<file path="config.mk">
export PLATFORM = sky130hd
export DESIGN_NAME = pipeline_hazard_ctrl_flat
export DESIGN_NICKNAME = d
export VERILOG_FILES = /design/src/rtl/pipeline_hazard_ctrl_pkg.sv /design/src/rtl/pipeline_hazard_ctrl_if.sv /design/src/rtl/pipeline_hazard_ctrl_sat_counter.sv /design/src/rtl/pipeline_hazard_ctrl.sv /design/src/flat_wrapper.sv
export SDC_FILE = /design/constraint.sdc
export NUM_CORES = 1
export LEC_CHECK = 0
export CAP_MARGIN = 20
export CORE_MARGIN = 2
export CORE_UTILIZATION = 45
export CTS_CLUSTER_DIAMETER = 200
export DETAILED_ROUTE_END_ITERATION = 8
export GPL_ROUTABILITY_DRIVEN = 1
export PLACE_DENSITY = 0.74
export SLEW_MARGIN = 30
export SYNTH_ARGS = -nofsm -noshare
export SYNTH_HDL_FRONTEND = slang
export SYNTH_SLANG_ARGS = --single-unit
export TNS_END_PERCENT = 30
</file>
<file path="constraint.sdc">
create_clock -name clk_i -period 2.7 [get_ports clk_i]
set_input_delay 0.54 -clock clk_i [delete_from_list [all_inputs] [get_ports clk_i]]
set_output_delay 0.54 -clock clk_i [all_outputs]
set_load 0.01 [all_outputs]
</file>
<file path="src/rtl/pipeline_hazard_ctrl_pkg.sv">
// Shared definitions for the pipeline hazard controller: sequencer state
// encodings and the NOP used when the IF/ID register is flushed.
package pipeline_hazard_ctrl_pkg;

    typedef enum logic [1:0] {
        ST_IDLE     = 2'd0,
        ST_RUN      = 2'd1,
        ST_MEM_WAIT = 2'd2,
        ST_ERR      = 2'd3
    } state_t;

    // addi x0, x0, 0
    localparam logic [31:0] NOP_INSTR = 32'h0000_0013;

    // Value the IF/ID instruction register loads: a NOP when flushed,
    // otherwise the freshly fetched word.
    function automatic logic [31:0] ifid_load_value(input logic        flush,
                                                    input logic [31:0] fetched);
        return flush ? NOP_INSTR : fetched;
    endfunction

endpackage

</file>
<file path="src/rtl/pipeline_hazard_ctrl_if.sv">
// Hazard-detection inputs and pipeline-register control outputs of the
// hazard controller. The controller uses the master view, the datapath
// (or a testbench) the slave view.
interface pipeline_hazard_ctrl_if #(
    parameter int CNT_W = 32
);
    import pipeline_hazard_ctrl_pkg::*;

    logic             start_i;
    logic [4:0]       ifid_rs1_i;
    logic [4:0]       ifid_rs2_i;
    logic             ifid_uses_rs2_i;
    logic             idex_memread_i;
    logic [4:0]       idex_rd_i;
    logic             branch_taken_i;
    logic             mem_req_i;
    logic             mem_ack_i;

    logic             pc_write_o;
    logic             ifid_write_o;
    logic             ifid_flush_o;
    logic             idex_bubble_o;
    logic             pipe_hold_o;
    state_t           state_o;
    logic [CNT_W-1:0] stall_cnt_o;
    logic [CNT_W-1:0] flush_cnt_o;
    logic             mem_timeout_o;

    modport master (
        input  start_i, ifid_rs1_i, ifid_rs2_i, ifid_uses_rs2_i,
               idex_memread_i, idex_rd_i, branch_taken_i, mem_req_i, mem_ack_i,
        output pc_write_o, ifid_write_o, ifid_flush_o, idex_bubble_o,
               pipe_hold_o, state_o, stall_cnt_o, flush_cnt_o, mem_timeout_o
    );

    modport slave (
        output start_i, ifid_rs1_i, ifid_rs2_i, ifid_uses_rs2_i,
               idex_memread_i, idex_rd_i, branch_taken_i, mem_req_i, mem_ack_i,
        input  pc_write_o, ifid_write_o, ifid_flush_o, idex_bubble_o,
               pipe_hold_o, state_o, stall_cnt_o, flush_cnt_o, mem_timeout_o
    );

endinterface

</file>
<file path="src/rtl/pipeline_hazard_ctrl_sat_counter.sv">
// Saturating event counter with synchronous clear; holds at all-ones.
module hazard_sat_counter #(
    parameter int CNT_W = 32
) (
    input  logic             clk,
    input  logic             clr,
    input  logic             en,
    output logic [CNT_W-1:0] cnt
);

    function automatic logic [CNT_W-1:0] sat_inc(input logic [CNT_W-1:0] v);
        return (&v) ? v : v + 1'b1;
    endfunction

    // Clear wins over counting; counting stops at the maximum value.
    always_ff @(posedge clk) begin
        if (clr)
            cnt <= '0;
        else if (en)
            cnt <= sat_inc(cnt);
    end

endmodule

</file>
<file path="src/rtl/pipeline_hazard_ctrl.sv">
// Pipeline hazard sequencer: decides each cycle whether the 5-stage pipeline
// advances, stalls, bubbles or flushes, and tracks memory-wait timeouts.
module pipeline_hazard_ctrl
    import pipeline_hazard_ctrl_pkg::*;
#(
    parameter int CNT_W   = 32,
    parameter int TIMEOUT = 16
) (
    input  logic                  clk_i,
    input  logic                  rst_i,
    pipeline_hazard_ctrl_if.master hz
);

    localparam int TO_W = $clog2(TIMEOUT + 1);

    state_t          state;
    state_t          state_nx;
    logic [TO_W-1:0] wait_cnt;
    logic [TO_W-1:0] wait_nx;
    logic            timeout_flag;
    logic            timeout_nx;
    logic            load_use;
    logic            stall_en;
    logic            cnt_clr;

    // Load-use: the load in ID/EX writes a register the IF/ID instruction reads.
    assign load_use = hz.idex_memread_i && (hz.idex_rd_i != 5'd0) &&
                      ((hz.idex_rd_i == hz.ifid_rs1_i) ||
                       (hz.ifid_uses_rs2_i && (hz.idex_rd_i == hz.ifid_rs2_i)));

    // State register, wait counter and sticky timeout flag.
    always_ff @(posedge clk_i) begin
        if (!rst_i) begin
            state        <= ST_IDLE;
            wait_cnt     <= '0;
            timeout_flag <= 1'b0;
        end else begin
            state        <= state_nx;
            wait_cnt     <= wait_nx;
            timeout_flag <= timeout_nx;
        end
    end

    // Next-state logic: start handshake, memory wait tracking, timeout.
    always_comb begin
        state_nx   = state;
        wait_nx    = wait_cnt;
        timeout_nx = timeout_flag;
        unique case (state)
            ST_IDLE: begin
                if (hz.start_i)
                    state_nx = ST_RUN;
            end
            ST_RUN: begin
                if (hz.mem_req_i && !hz.mem_ack_i) begin
                    state_nx = ST_MEM_WAIT;
                    wait_nx  = TO_W'(1);
                end
            end
            ST_MEM_WAIT: begin
                if (hz.mem_ack_i) begin
                    state_nx = ST_RUN;
                    wait_nx  = '0;
                end else if (wait_cnt == TO_W'(TIMEOUT)) begin
                    state_nx   = ST_ERR;
                    timeout_nx = 1'b1;
                end else begin
                    wait_nx = wait_cnt + 1'b1;
                end
            end
            ST_ERR: begin
                state_nx = ST_ERR;
            end
            default: state_nx = ST_IDLE;
        endcase
    end

    // Mealy output decode; memory hold beats load-use, which beats a taken branch.
    always_comb begin
        hz.pc_write_o    = 1'b1;
        hz.ifid_write_o  = 1'b1;
        hz.ifid_flush_o  = 1'b0;
        hz.idex_bubble_o = 1'b0;
        hz.pipe_hold_o   = 1'b0;
        unique case (state)
            ST_IDLE: begin
                hz.pc_write_o    = 1'b0;
                hz.ifid_write_o  = 1'b0;
                hz.idex_bubble_o = 1'b1;
            end
            ST_RUN, ST_MEM_WAIT: begin
                if ((state == ST_RUN && hz.mem_req_i && !hz.mem_ack_i) ||
                    (state == ST_MEM_WAIT && !hz.mem_ack_i)) begin
                    hz.pc_write_o   = 1'b0;
                    hz.ifid_write_o = 1'b0;
                    hz.pipe_hold_o  = 1'b1;
                end else if (load_use) begin
                    hz.pc_write_o    = 1'b0;
                    hz.ifid_write_o  = 1'b0;
                    hz.idex_bubble_o = 1'b1;
                end else if (hz.branch_taken_i) begin
                    hz.ifid_flush_o = 1'b1;
                end
            end
            ST_ERR: begin
                hz.pc_write_o   = 1'b0;
                hz.ifid_write_o = 1'b0;
                hz.pipe_hold_o  = 1'b1;
            end
            default: begin
                hz.pc_write_o   = 1'b0;
                hz.ifid_write_o = 1'b0;
            end
        endcase
    end

    assign hz.state_o       = state;
    assign hz.mem_timeout_o = timeout_flag;

    // Stalls are only counted while the core is actually running.
    assign stall_en = !hz.pc_write_o && (state == ST_RUN || state == ST_MEM_WAIT);
    assign cnt_clr  = !rst_i;

    hazard_sat_counter #(.CNT_W(CNT_W)) u_stall_cnt (
        .clk (clk_i),
        .clr (cnt_clr),
        .en  (stall_en),
        .cnt (hz.stall_cnt_o)
    );

    hazard_sat_counter #(.CNT_W(CNT_W)) u_flush_cnt (
        .clk (clk_i),
        .clr (cnt_clr),
        .en  (hz.ifid_flush_o),
        .cnt (hz.flush_cnt_o)
    );

endmodule

</file>
<file path="src/flat_wrapper.sv">
// flat-port wrapper written by rule: the top's interface ports become plain ports
module pipeline_hazard_ctrl_flat import pipeline_hazard_ctrl_pkg::*;
#(
    parameter int CNT_W   = 32,
    parameter int TIMEOUT = 16
)
  (clk_i, rst_i, hz_start_i, hz_ifid_rs1_i, hz_ifid_rs2_i, hz_ifid_uses_rs2_i, hz_idex_memread_i, hz_idex_rd_i, hz_branch_taken_i, hz_mem_req_i, hz_mem_ack_i, hz_pc_write_o, hz_ifid_write_o, hz_ifid_flush_o, hz_idex_bubble_o, hz_pipe_hold_o, hz_state_o, hz_stall_cnt_o, hz_flush_cnt_o, hz_mem_timeout_o);
  pipeline_hazard_ctrl_if #(.CNT_W(CNT_W)) hz_i ();
  input  logic clk_i;
  input  logic rst_i;
  input wire logic [$bits(hz_i.start_i)-1:0] hz_start_i;
  input wire logic [$bits(hz_i.ifid_rs1_i)-1:0] hz_ifid_rs1_i;
  input wire logic [$bits(hz_i.ifid_rs2_i)-1:0] hz_ifid_rs2_i;
  input wire logic [$bits(hz_i.ifid_uses_rs2_i)-1:0] hz_ifid_uses_rs2_i;
  input wire logic [$bits(hz_i.idex_memread_i)-1:0] hz_idex_memread_i;
  input wire logic [$bits(hz_i.idex_rd_i)-1:0] hz_idex_rd_i;
  input wire logic [$bits(hz_i.branch_taken_i)-1:0] hz_branch_taken_i;
  input wire logic [$bits(hz_i.mem_req_i)-1:0] hz_mem_req_i;
  input wire logic [$bits(hz_i.mem_ack_i)-1:0] hz_mem_ack_i;
  output wire logic [$bits(hz_i.pc_write_o)-1:0] hz_pc_write_o;
  output wire logic [$bits(hz_i.ifid_write_o)-1:0] hz_ifid_write_o;
  output wire logic [$bits(hz_i.ifid_flush_o)-1:0] hz_ifid_flush_o;
  output wire logic [$bits(hz_i.idex_bubble_o)-1:0] hz_idex_bubble_o;
  output wire logic [$bits(hz_i.pipe_hold_o)-1:0] hz_pipe_hold_o;
  output wire logic [$bits(hz_i.state_o)-1:0] hz_state_o;
  output wire logic [$bits(hz_i.stall_cnt_o)-1:0] hz_stall_cnt_o;
  output wire logic [$bits(hz_i.flush_cnt_o)-1:0] hz_flush_cnt_o;
  output wire logic [$bits(hz_i.mem_timeout_o)-1:0] hz_mem_timeout_o;
  assign hz_i.start_i = hz_start_i;
  assign hz_i.ifid_rs1_i = hz_ifid_rs1_i;
  assign hz_i.ifid_rs2_i = hz_ifid_rs2_i;
  assign hz_i.ifid_uses_rs2_i = hz_ifid_uses_rs2_i;
  assign hz_i.idex_memread_i = hz_idex_memread_i;
  assign hz_i.idex_rd_i = hz_idex_rd_i;
  assign hz_i.branch_taken_i = hz_branch_taken_i;
  assign hz_i.mem_req_i = hz_mem_req_i;
  assign hz_i.mem_ack_i = hz_mem_ack_i;
  assign hz_pc_write_o = hz_i.pc_write_o;
  assign hz_ifid_write_o = hz_i.ifid_write_o;
  assign hz_ifid_flush_o = hz_i.ifid_flush_o;
  assign hz_idex_bubble_o = hz_i.idex_bubble_o;
  assign hz_pipe_hold_o = hz_i.pipe_hold_o;
  assign hz_state_o = hz_i.state_o;
  assign hz_stall_cnt_o = hz_i.stall_cnt_o;
  assign hz_flush_cnt_o = hz_i.flush_cnt_o;
  assign hz_mem_timeout_o = hz_i.mem_timeout_o;
  pipeline_hazard_ctrl #(.CNT_W(CNT_W), .TIMEOUT(TIMEOUT)) u_core (.clk_i(clk_i), .rst_i(rst_i), .hz(hz_i));
endmodule
</file>
==> results.toml, run 1 <==
[die]
dieArea_sq_mm = 0.00955
fp.dieW_microns = 97.7
die_y_microns = 97.7
io_pins = 95
rows = 34
coreArea_sq_mm = 0.00864
initial_core_util = 0.458

[setup_path]
start_kind = "input pin"
r2r-start = "u_core.hz.state_o[0]"
reg2reg_slack_ns = 0.09
path_class = "in2out"
cp_data_required_time_ns = 2.16
r2r_end = "u_core.u_flush_cnt.cnt[27]"
rr_worst_depth = 8
startpoint = "hz_idex_rd_i[1]"
critPathCapture = "hz_idex_bubble_o"
worstPathArrival_ns = 2.13
path_max_fanout = 3
worst_setup_path_end_kind = "primary output"

[route]
vias = 4195
antenna_left = 0
first_pass_iters = 4
drtIter0Drc = 138
drc = 0
wl_microns = 11200
viasPerCell = 5.79
wire_per_inst_microns = 15.5

[global_routing]
grt_max_degree = 49
antenna_found_initial = 0
grt_pass1_wl_microns = 17800
grt_overflow = 0
grt_pass1_vias = 3756
track_usage = 0.221

[placed_design]
port_buffers = 94
dp_cells = 703
dpl.hpwl_microns = 7800
gp_congestion = 0.855

[synth]
netlist_instances = 495
synth-edff-count = 0
syn_nets = 526
synth_area_leaders = "dfxtp_1 36%, a21oi_1 5.8%, nand2_1 5.1%, or3_1 4.3%, mux2i_1 4.1%"
synth_seq_cells = 72
synth_ff_type = "dfxtp_1"
synth_cell_types = 49
synth_area_leader_cell = "dfxtp_1"
yosys_warnings = 0
syn_area_sq_mm = 0.00395
async_flop_share = 0
avgSynthCellArea_sq_um = 7.99
ys_seq_area_frac = 0.365
yosysTopAreaCellShare = 0.365

[pwr]
irDropWorstVdd_uv = 577
sequentialPowerShare = 0.443
p_int_mw = 1.79
clkPwrFrac = 0.383
p_sw_frac = 0.277
pwr_density_cell_mw_per_mm2 = 454
p_sw_uw = 688
combinationalPowerShare = 0.174
total_leakage_power_nw = 1.84

[finish]
instances_no_fill = 725
nFillCells = 759
final_util = 0.633
final_cell_mix = "86 x clkdlybuf4s50_1, 72 x dfxtp_1, 54 x nand2_1"
antenna_cells = 0
finalNetCount = 643
final_common_cell = "clkdlybuf4s50_1"
drive_gt1_frac = 0.117
syn_to_final_growth_pct = 38.2

[clock_tree]
clock-sinks = 72
cts_tree = "built"
path_clk_slew_ns = 0.08
ctsHoldBuffers = 0
h-tree-depth = 3
clockBufferDepth = 2
cts_root_buffer = "clkbuf_8"
insertion_delay_ns = 0.35
cts_made_buffers = 9

[job]
maxCapViolCount = 0

[status]
outcome = "completed"

[sta]
max_freq_ghz = 0.374
clock-skew-final_ns = 0.0134
final.min_clock_period_ns = 2.67
worst_pin_slew_ns = 0.540
fin_crit_sh = 0.990
whs_ns = 0.472
finalMaxSlewViolations = 0
final_hold_viol_count = 0
relSlewSlack = 0.636
finalSetupViolations = 0

[worst_hold_path]
hold_start = "u_core.hz.mem_timeout_o"
hp-class = "reg2reg"
## worst max-delay path, cell delays in order
cell	delay (ns)
clkdlybuf4s50_1	0.54
xnor2_1	0.14
nand4_1	0.19
o22a_1	0.25
nor2_2	0.15
a31oi_1	0.10
nor2_1	0.09
buf_2	0.13
## how the worst min path moves through the flow
stage,end,slack (ns),depth (start not counted)
floorplan,u_core.wait_cnt[4],0.47,2
global placement,u_core.hz.mem_timeout_o,0.46,2
detailed placement,u_core.hz.mem_timeout_o,0.46,2
CTS,u_core.hz.mem_timeout_o,0.48,2
global route,u_core.u_stall_cnt.cnt[23],0.50,2
finish,u_core.hz.mem_timeout_o,0.47,2
## cell families after synthesis
group	Yosys count	share of synthesized area
buffers and inverters	45	0.0481
XOR/XNOR	14	0.0310
multiplexers	16	0.0405
adder cells (fa/ha/maj)	8	0.0253
flip-flops	72	0.365
AND/OR/NAND/NOR	224	0.316
AO/OA/AOI/OAI	116	0.175
## state kept, by name, summed over array words and instances (netlist names)
signal                   cells
u_core.hz.mem_timeout_o      1
u_core.hz.state_o            2
u_core.u_flush_cnt.cnt      32
u_core.u_stall_cnt.cnt      32
u_core.wait_cnt              5
## power groups by stage
stage                     clock, mW  sequential [mW]  combinational, mW
after floorplan                   0             1.13              0.221
after global placement            0             1.12              0.415
after detailed placement          0             1.13              0.424
after CTS                     0.968             1.10              0.411
after global routing           1.01             1.10              0.465
final                         0.950             1.10              0.431
## stage by stage
step	setup WS [ns]	power (mW)	setup TNS [ns]	area, sq um
6_report	0.0261	2.48	0	5460
5_1_grt	-0.109	2.58	-0.647	5460
4_1_cts	-0.00124	2.48	-0.00124	5380
3_5_place_dp	-0.429	1.55	-6.84	5160
3_3_place_gp	-0.423	1.54	-5.83	5160
2_1_floorplan	0.0832	1.35	0	3950
## synth_stat cells, types with 2 or more instances
cell       n
xor2_1     4
clkbuf_1  16
nor4b_1    2
nor2_1    21
dfxtp_1   72
o21ai_0   31
or4_1     20
o311ai_0   2
nand4_1   20
and2_1     2
and4_1     6
o31ai_1   16
nand2b_1  16
nand3_1   23
o41ai_1    2
a21oi_1   46
buf_2      8
a31oi_1    2
ha_1       8
nor4_1    13
nand2_1   54
o211ai_1   6
nor3_1     3
mux2i_1   16
xnor2_1   10
o21a_1     2
inv_1     19
and3_1     8
or3_1     27
## final cells by class
| class | instances | area [sq um] | area share |
|---|---|---|---|
| timing repair buffer | 131 | 1220 | 0.224 |
| multi-input combinational | 379 | 2370 | 0.434 |
| clock inverter | 7 | 95.1 | 0.0174 |
| inverter | 19 | 71.3 | 0.0131 |
| sequential | 72 | 1440 | 0.264 |
| clock buffer | 9 | 124 | 0.0227 |
| tap | 108 | 135 | 0.0247 |
## routing by layer
metal | wire length [microns] | part of all wire | track usage
met5 | 0 | 0 | 0
met4 | 157 | 0.014 | 0.0737
met3 | 503 | 0.045 | 0.0344
met2 | 5650 | 0.50 | 0.381
met1 | 4920 | 0.44 | 0.283
## timing repair
| action | in CTS | in global routing |
|---|---|---|
| pin swaps | 4 | 9 |
| gates resized for setup | 21 | 11 |
| setup endpoints to repair | 6 | 12 |
| cloned | 0 | 1 |
| buffers inserted | 2 | 3 |
(Power assumes the default switching activity.)
==> inputs of run 2 (changes only) <==
--- a/config.mk
+++ b/config.mk
@@ -16,4 +16,3 @@
 export SYNTH_ARGS = -nofsm -noshare
 export SYNTH_HDL_FRONTEND = slang
 export SYNTH_SLANG_ARGS = --single-unit
-export TNS_END_PERCENT = 30
==> constraint.sdc (replaced) <==
create_clock -name clk_i -period 2.7 [get_ports clk_i]
set_input_delay 0.405 -clock clk_i [delete_from_list [all_inputs] [get_ports clk_i]]
set_output_delay 0.405 -clock clk_i [all_outputs]
set_load 0.01 [all_outputs]
==> run 2 against run 1 <==
Die area unchanged. Final area decreased by 1.6%. Via count shrank 2.1%. Total power increased by 3.4%. Register-to-register slack hardly changed. First-iteration DRC count rose by 24%. Core utilization decreased by 1.0 points.
==> results.toml, run 2 (synthesis gave the netlist of run 1 again) <==
[setup_path]
path_class = "in2out"
worstPathArrival_ns = 2.21
cp_common_cell = "inv_1"
start_kind = "input pin"
critPathMaxStageDelay_ns = 0.55
path_cells = "clkdlybuf4s50_1, or4_1, o21ai_2, inv_1, a21o_1, inv_1, dlygate4sd2_1"
worst_setup_path_end_kind = "primary output"
critPathTopFamily = "buffers and inverters"
cp_data_required_time_ns = 2.30
cpMaxStageDelayCell = "or4_1"
path_max_fanout = 4
critPathBufInv = 4

[clock_tree]
post-cts-setup-buffers = 0
path_clk_slew_ns = 0.09
h-tree-depth = 3
cts_made_buffers = 9
clock-sinks = 72
clockBufferDepth = 2
cts_root_buffer = "clkbuf_8"
insertion_delay_ns = 0.36
cts_tree = "built"

[placed_design]
gp_congestion = 0.829
port_buffers = 94
place_area_sq_mm = 0.00513
pre_cts_ws_ns = -0.191
dpl.hpwl_microns = 7690
dp_cells = 698

[sta]
whs_ns = 0.482
clock-skew-final_ns = 0.0155
fin_crit_sh = 0.969
finalSetupViolations = 0
relSlewSlack = 0.555
finalMaxSlewViolations = 0
final.min_clock_period_ns = 2.62
tns_ns = 0
worst_slack_ns = 0.0845
worst_pin_slew_ns = 0.660
max_freq_ghz = 0.382
final_hold_viol_count = 0

[finish]
final_util = 0.623
finalNetCount = 632
area.sequential_sq_mm = 0.00144
design_area_sq_mm = 0.00538
syn_to_final_growth_pct = 36.0
instances_no_fill = 714
drive_gt1_frac = 0.0875
reg_top3 = "u_core.u_flush_cnt.cnt (32), u_core.u_stall_cnt.cnt (32), u_core.wait_cnt (5)"
multi_input_area_sq_mm = 0.00233
nFillCells = 773
antenna_cells = 0
final_cell_mix = "90 x clkdlybuf4s50_1, 72 x dfxtp_1, 54 x nand2_1"
final_common_cell = "clkdlybuf4s50_1"

[die]
initial_core_util = 0.458
coreArea_sq_mm = 0.00864
rows = 34
die_y_microns = 97.7
dieArea_sq_mm = 0.00955
fp.dieW_microns = 97.7
io_pins = 95

[global_routing]
grt_max_degree = 49
track_usage = 0.222
grt_pass1_vias = 3793
grt_overflow = 0
grt_pass1_wl_microns = 17900
antenna_found_initial = 0

[route]
first_pass_iters = 4
wire_per_inst_microns = 15.0
viasPerCell = 5.75
vias = 4107
drtIter0Drc = 171
drc = 0
antenna_left = 0
wl_microns = 10700

[pwr]
total_leakage_power_nw = 1.77
irDropWorstVdd_uv = 265
p_total_mw = 2.57
pwr_density_cell_mw_per_mm2 = 477

[status]
outcome = "completed"

[job]
maxCapViolCount = 0

[worst_hold_path]
hp-class = "reg2reg"
-- run 2: final timing paths --
check,end,slack [ns],depth (start not counted),startpoint
setup reg to reg,u_core.u_flush_cnt.cnt[31],0.09,8,u_core.hz.state_o[1]
hold / removal,u_core.hz.mem_timeout_o,0.48,2,u_core.hz.mem_timeout_o
hold reg to reg,u_core.hz.mem_timeout_o,0.48,2,u_core.hz.mem_timeout_o
setup / recovery,hz_ifid_flush_o,0.08,7,hz_idex_rd_i[0]
-- run 2: report_power, final --
part | internal [mW] | switching (mW)
logic | 0.184 | 0.223
clock network | 0.615 | 0.444
registers | 1.08 | 0.0233
total | 1.88 | 0.691
-- run 2: final cells by class --
class	count	area share
multi-input cells	378	0.434
flip-flops and latches	72	0.268
repair buffers	121	0.214
well taps	108	0.0251
clock buffers	9	0.0230
clock inverters	7	0.0221
inverters	19	0.0133
-- run 2: what timing repair did --
action / CTS / global route
hold buffers: 0 / 0
pin swaps: 0 / 3
endpoints found under the setup margin: 5 / 6
resized for setup: 5 / 3
gates cloned: 0 / 0
-- run 2: per-layer routing --
metal  global-route usage  wire, microns  up-vias
li1                     -              -     2052
met1                0.281           4860     1928
met2                0.379           5190      109
met3               0.0494            489       18
met4               0.0673            184        0
met5                    0              0        -
-- run 2: tightest hold or removal path: cells and delay by family (launching register included) --
| kind | cells | cell delay [ns] |
|---|---|---|
| flops | 1 | 0.34 |
| simple gates | 1 | 0.07 |
| compound gates | 1 | 0.05 |
==> inputs of run 3 (changes only) <==
--- a/config.mk
+++ b/config.mk
@@ -5,13 +5,12 @@
 export SDC_FILE = /design/constraint.sdc
 export NUM_CORES = 1
 export LEC_CHECK = 0
-export CAP_MARGIN = 20
 export CORE_MARGIN = 2
-export CORE_UTILIZATION = 45
+export CORE_UTILIZATION = 25
 export CTS_CLUSTER_DIAMETER = 200
 export DETAILED_ROUTE_END_ITERATION = 8
 export GPL_ROUTABILITY_DRIVEN = 1
-export PLACE_DENSITY = 0.74
+export PLACE_DENSITY = 0.46
 export SLEW_MARGIN = 30
 export SYNTH_ARGS = -nofsm -noshare
 export SYNTH_HDL_FRONTEND = slang
==> run 3 against run 2 <==
Clock skew shrank 0.0078 ns. Die area grew 76%. Sequential power is essentially flat. Clock-buffer cell count grew 4. Global-route usage shrank 7.6 points.
==> results.toml, run 3 (synthesis gave the netlist of run 1 again) <==
[status]
outcome = "completed"

[pwr]
p_int_mw = 2.04
p_total_mw = 2.75
p_sw_frac = 0.259
irDropWorstVdd_uv = 303
combinationalPowerShare = 0.154
pwr_density_cell_mw_per_mm2 = 483
sequentialPowerShare = 0.401
p_sw_uw = 712
total_leakage_power_nw = 1.87
clkPwrFrac = 0.445

[finish]
drive_gt1_frac = 0.110
syn_to_final_growth_pct = 44.0
design_area_sq_mm = 0.00569
finalNetCount = 646
reg_top3 = "u_core.u_flush_cnt.cnt (32), u_core.u_stall_cnt.cnt (32), u_core.wait_cnt (5)"
antenna_cells = 0
final_cell_mix = "90 x clkdlybuf4s50_1, 71 x dfxtp_1, 54 x nand2_1"
final_common_cell = "clkdlybuf4s50_1"
nFillCells = 1596

[route]
vias = 4166
wire_per_inst_microns = 14.8
dr_wl_met2_microns = 5620
antenna_left = 0
dr.max_layer_used = "met4"
first_pass_iters = 4
wl_met1_microns = 5850
viasPerCell = 5.01
wl_microns = 12300
drtIter0Drc = 235
wl_met3_microns = 605
drc = 0

[setup_path]
path_cells = "clkdlybuf4s50_1, or4_4, o21ai_4, inv_2, a21o_1, inv_1, clkdlybuf4s15_1"
path_max_fanout = 5
path_depth = 7
r2r-start = "u_core.hz.state_o[0]"
cp_data_required_time_ns = 2.30
startpoint = "hz_idex_rd_i[0]"
critPathCapture = "hz_ifid_flush_o"
critPathMaxStageDelay_ns = 0.56
critPathBufInv = 4
critPathTopFamily = "buffers and inverters"
rr_worst_depth = 8
path_class = "in2out"
r2r_end = "u_core.u_flush_cnt.cnt[31]"
worstPathArrival_ns = 2.22
worst_setup_path_end_kind = "primary output"
reg2reg_slack_ns = 0.13
cpMaxStageDelayCell = "or4_4"
start_kind = "input pin"

[clock_tree]
cts_made_buffers = 9
clockBufferDepth = 2
clock-sinks = 72
cts_tree = "built"
insertion_delay_ns = 0.34
cts_root_buffer = "clkbuf_16"
h-tree-depth = 3
path_clk_slew_ns = 0.06

[sta]
relSlewSlack = 0.593
whs_ns = 0.486
max_freq_ghz = 0.381
worst_slack_ns = 0.0748
worst_pin_slew_ns = 0.606
finalMaxSlewViolations = 0
final_hold_viol_count = 0
final.min_clock_period_ns = 2.63
clock-skew-final_ns = 0.00770
finalSetupViolations = 0
fin_crit_sh = 0.972

[placed_design]
port_buffers = 94
pre_cts_ws_ns = -0.225
gp_congestion = 0.778
dpl.hpwl_microns = 8570
place_area_sq_mm = 0.00534

[die]
rows = 45
die_y_microns = 130
initial_core_util = 0.258
coreArea_sq_mm = 0.0153
fp.dieW_microns = 130
io_pins = 95
dieArea_sq_mm = 0.0168

[worst_hold_path]
hp-class = "reg2reg"

[global_routing]
grt_max_degree = 49
grt_pass1_vias = 3894
grt_pass1_wl_microns = 19500
track_usage = 0.146
antenna_found_initial = 0
grt_overflow = 0

[job]
maxCapViolCount = 0
## run 3: changes by cell type in the layout (fill, tap and decap cells not counted), sizes merged, moves of 2 or more
cell,before,now
bufinv,3,1
clkbuf,9,13
clkinvlp,2,0
buf,27,40
## run 3: power by group through the flow
stage	Clock (mW)	Sequential [mW]	Combinational, mW
floorplan	0	1.13	0.221
global placement	0	1.12	0.423
detailed placement	0	1.12	0.428
CTS	1.26	1.10	0.416
global route	1.31	1.10	0.472
finish	1.22	1.10	0.423
## run 3: worst min path at each step
stage                                     from                         end  slack, ns  depth (start not counted)
floorplan                   u_core.wait_cnt[4]          u_core.wait_cnt[4]       0.47                          2
global placement    u_core.u_stall_cnt.cnt[27]  u_core.u_stall_cnt.cnt[27]       0.47                          2
detailed placement  u_core.u_flush_cnt.cnt[15]  u_core.u_flush_cnt.cnt[15]       0.48                          2
CTS                 u_core.u_flush_cnt.cnt[15]  u_core.u_flush_cnt.cnt[15]       0.49                          2
global route        u_core.u_flush_cnt.cnt[15]  u_core.u_flush_cnt.cnt[15]       0.52                          2
finish                 u_core.hz.mem_timeout_o     u_core.hz.mem_timeout_o       0.49                          2
## run 3: tightest hold or removal path, cell delays in order (launching register included)
cell,delay (ns)
dfxtp_1,0.34
a21oi_1,0.05
nor2_1,0.07
## run 3: per-stage QoR
step / utilization / cells / TNS, ns
after floorplan: - / 495 / 0
final: 0.372 / 831 / 0
after detailed placement: 0.349 / 812 / -3.45
after CTS: 0.368 / 828 / 0
after global routing: 0.372 / 831 / -0.00431
after global placement: 0.349 / 812 / -2.95
## run 3: cell type report
cell class / instances / area (sq um) / area share
flip-flops and latches: 72 / 1440 / 0.253
clock buffers: 13 / 260 / 0.0457
repair buffers: 134 / 1250 / 0.220
multi-input cells: 379 / 2360 / 0.414
well taps: 211 / 264 / 0.0464
clock inverters: 3 / 40.0 / 0.00703
inverters: 19 / 71.3 / 0.0125
## run 3: what timing repair did
action | 4_1_cts | 5_1_grt
cloned | 0 | 1
buffers inserted | 0 | 2
gates resized for setup | 4 | 12
hold buffers | 0 | 0
setup endpoints to repair | 4 | 10
pin swaps | 0 | 3
## run 3: layer usage
metal	vias up	track usage
li1	2084	-
met1	1961	0.193
met3	19	0.0353
met2	102	0.232
met4	0	0.0500
met5	-	0
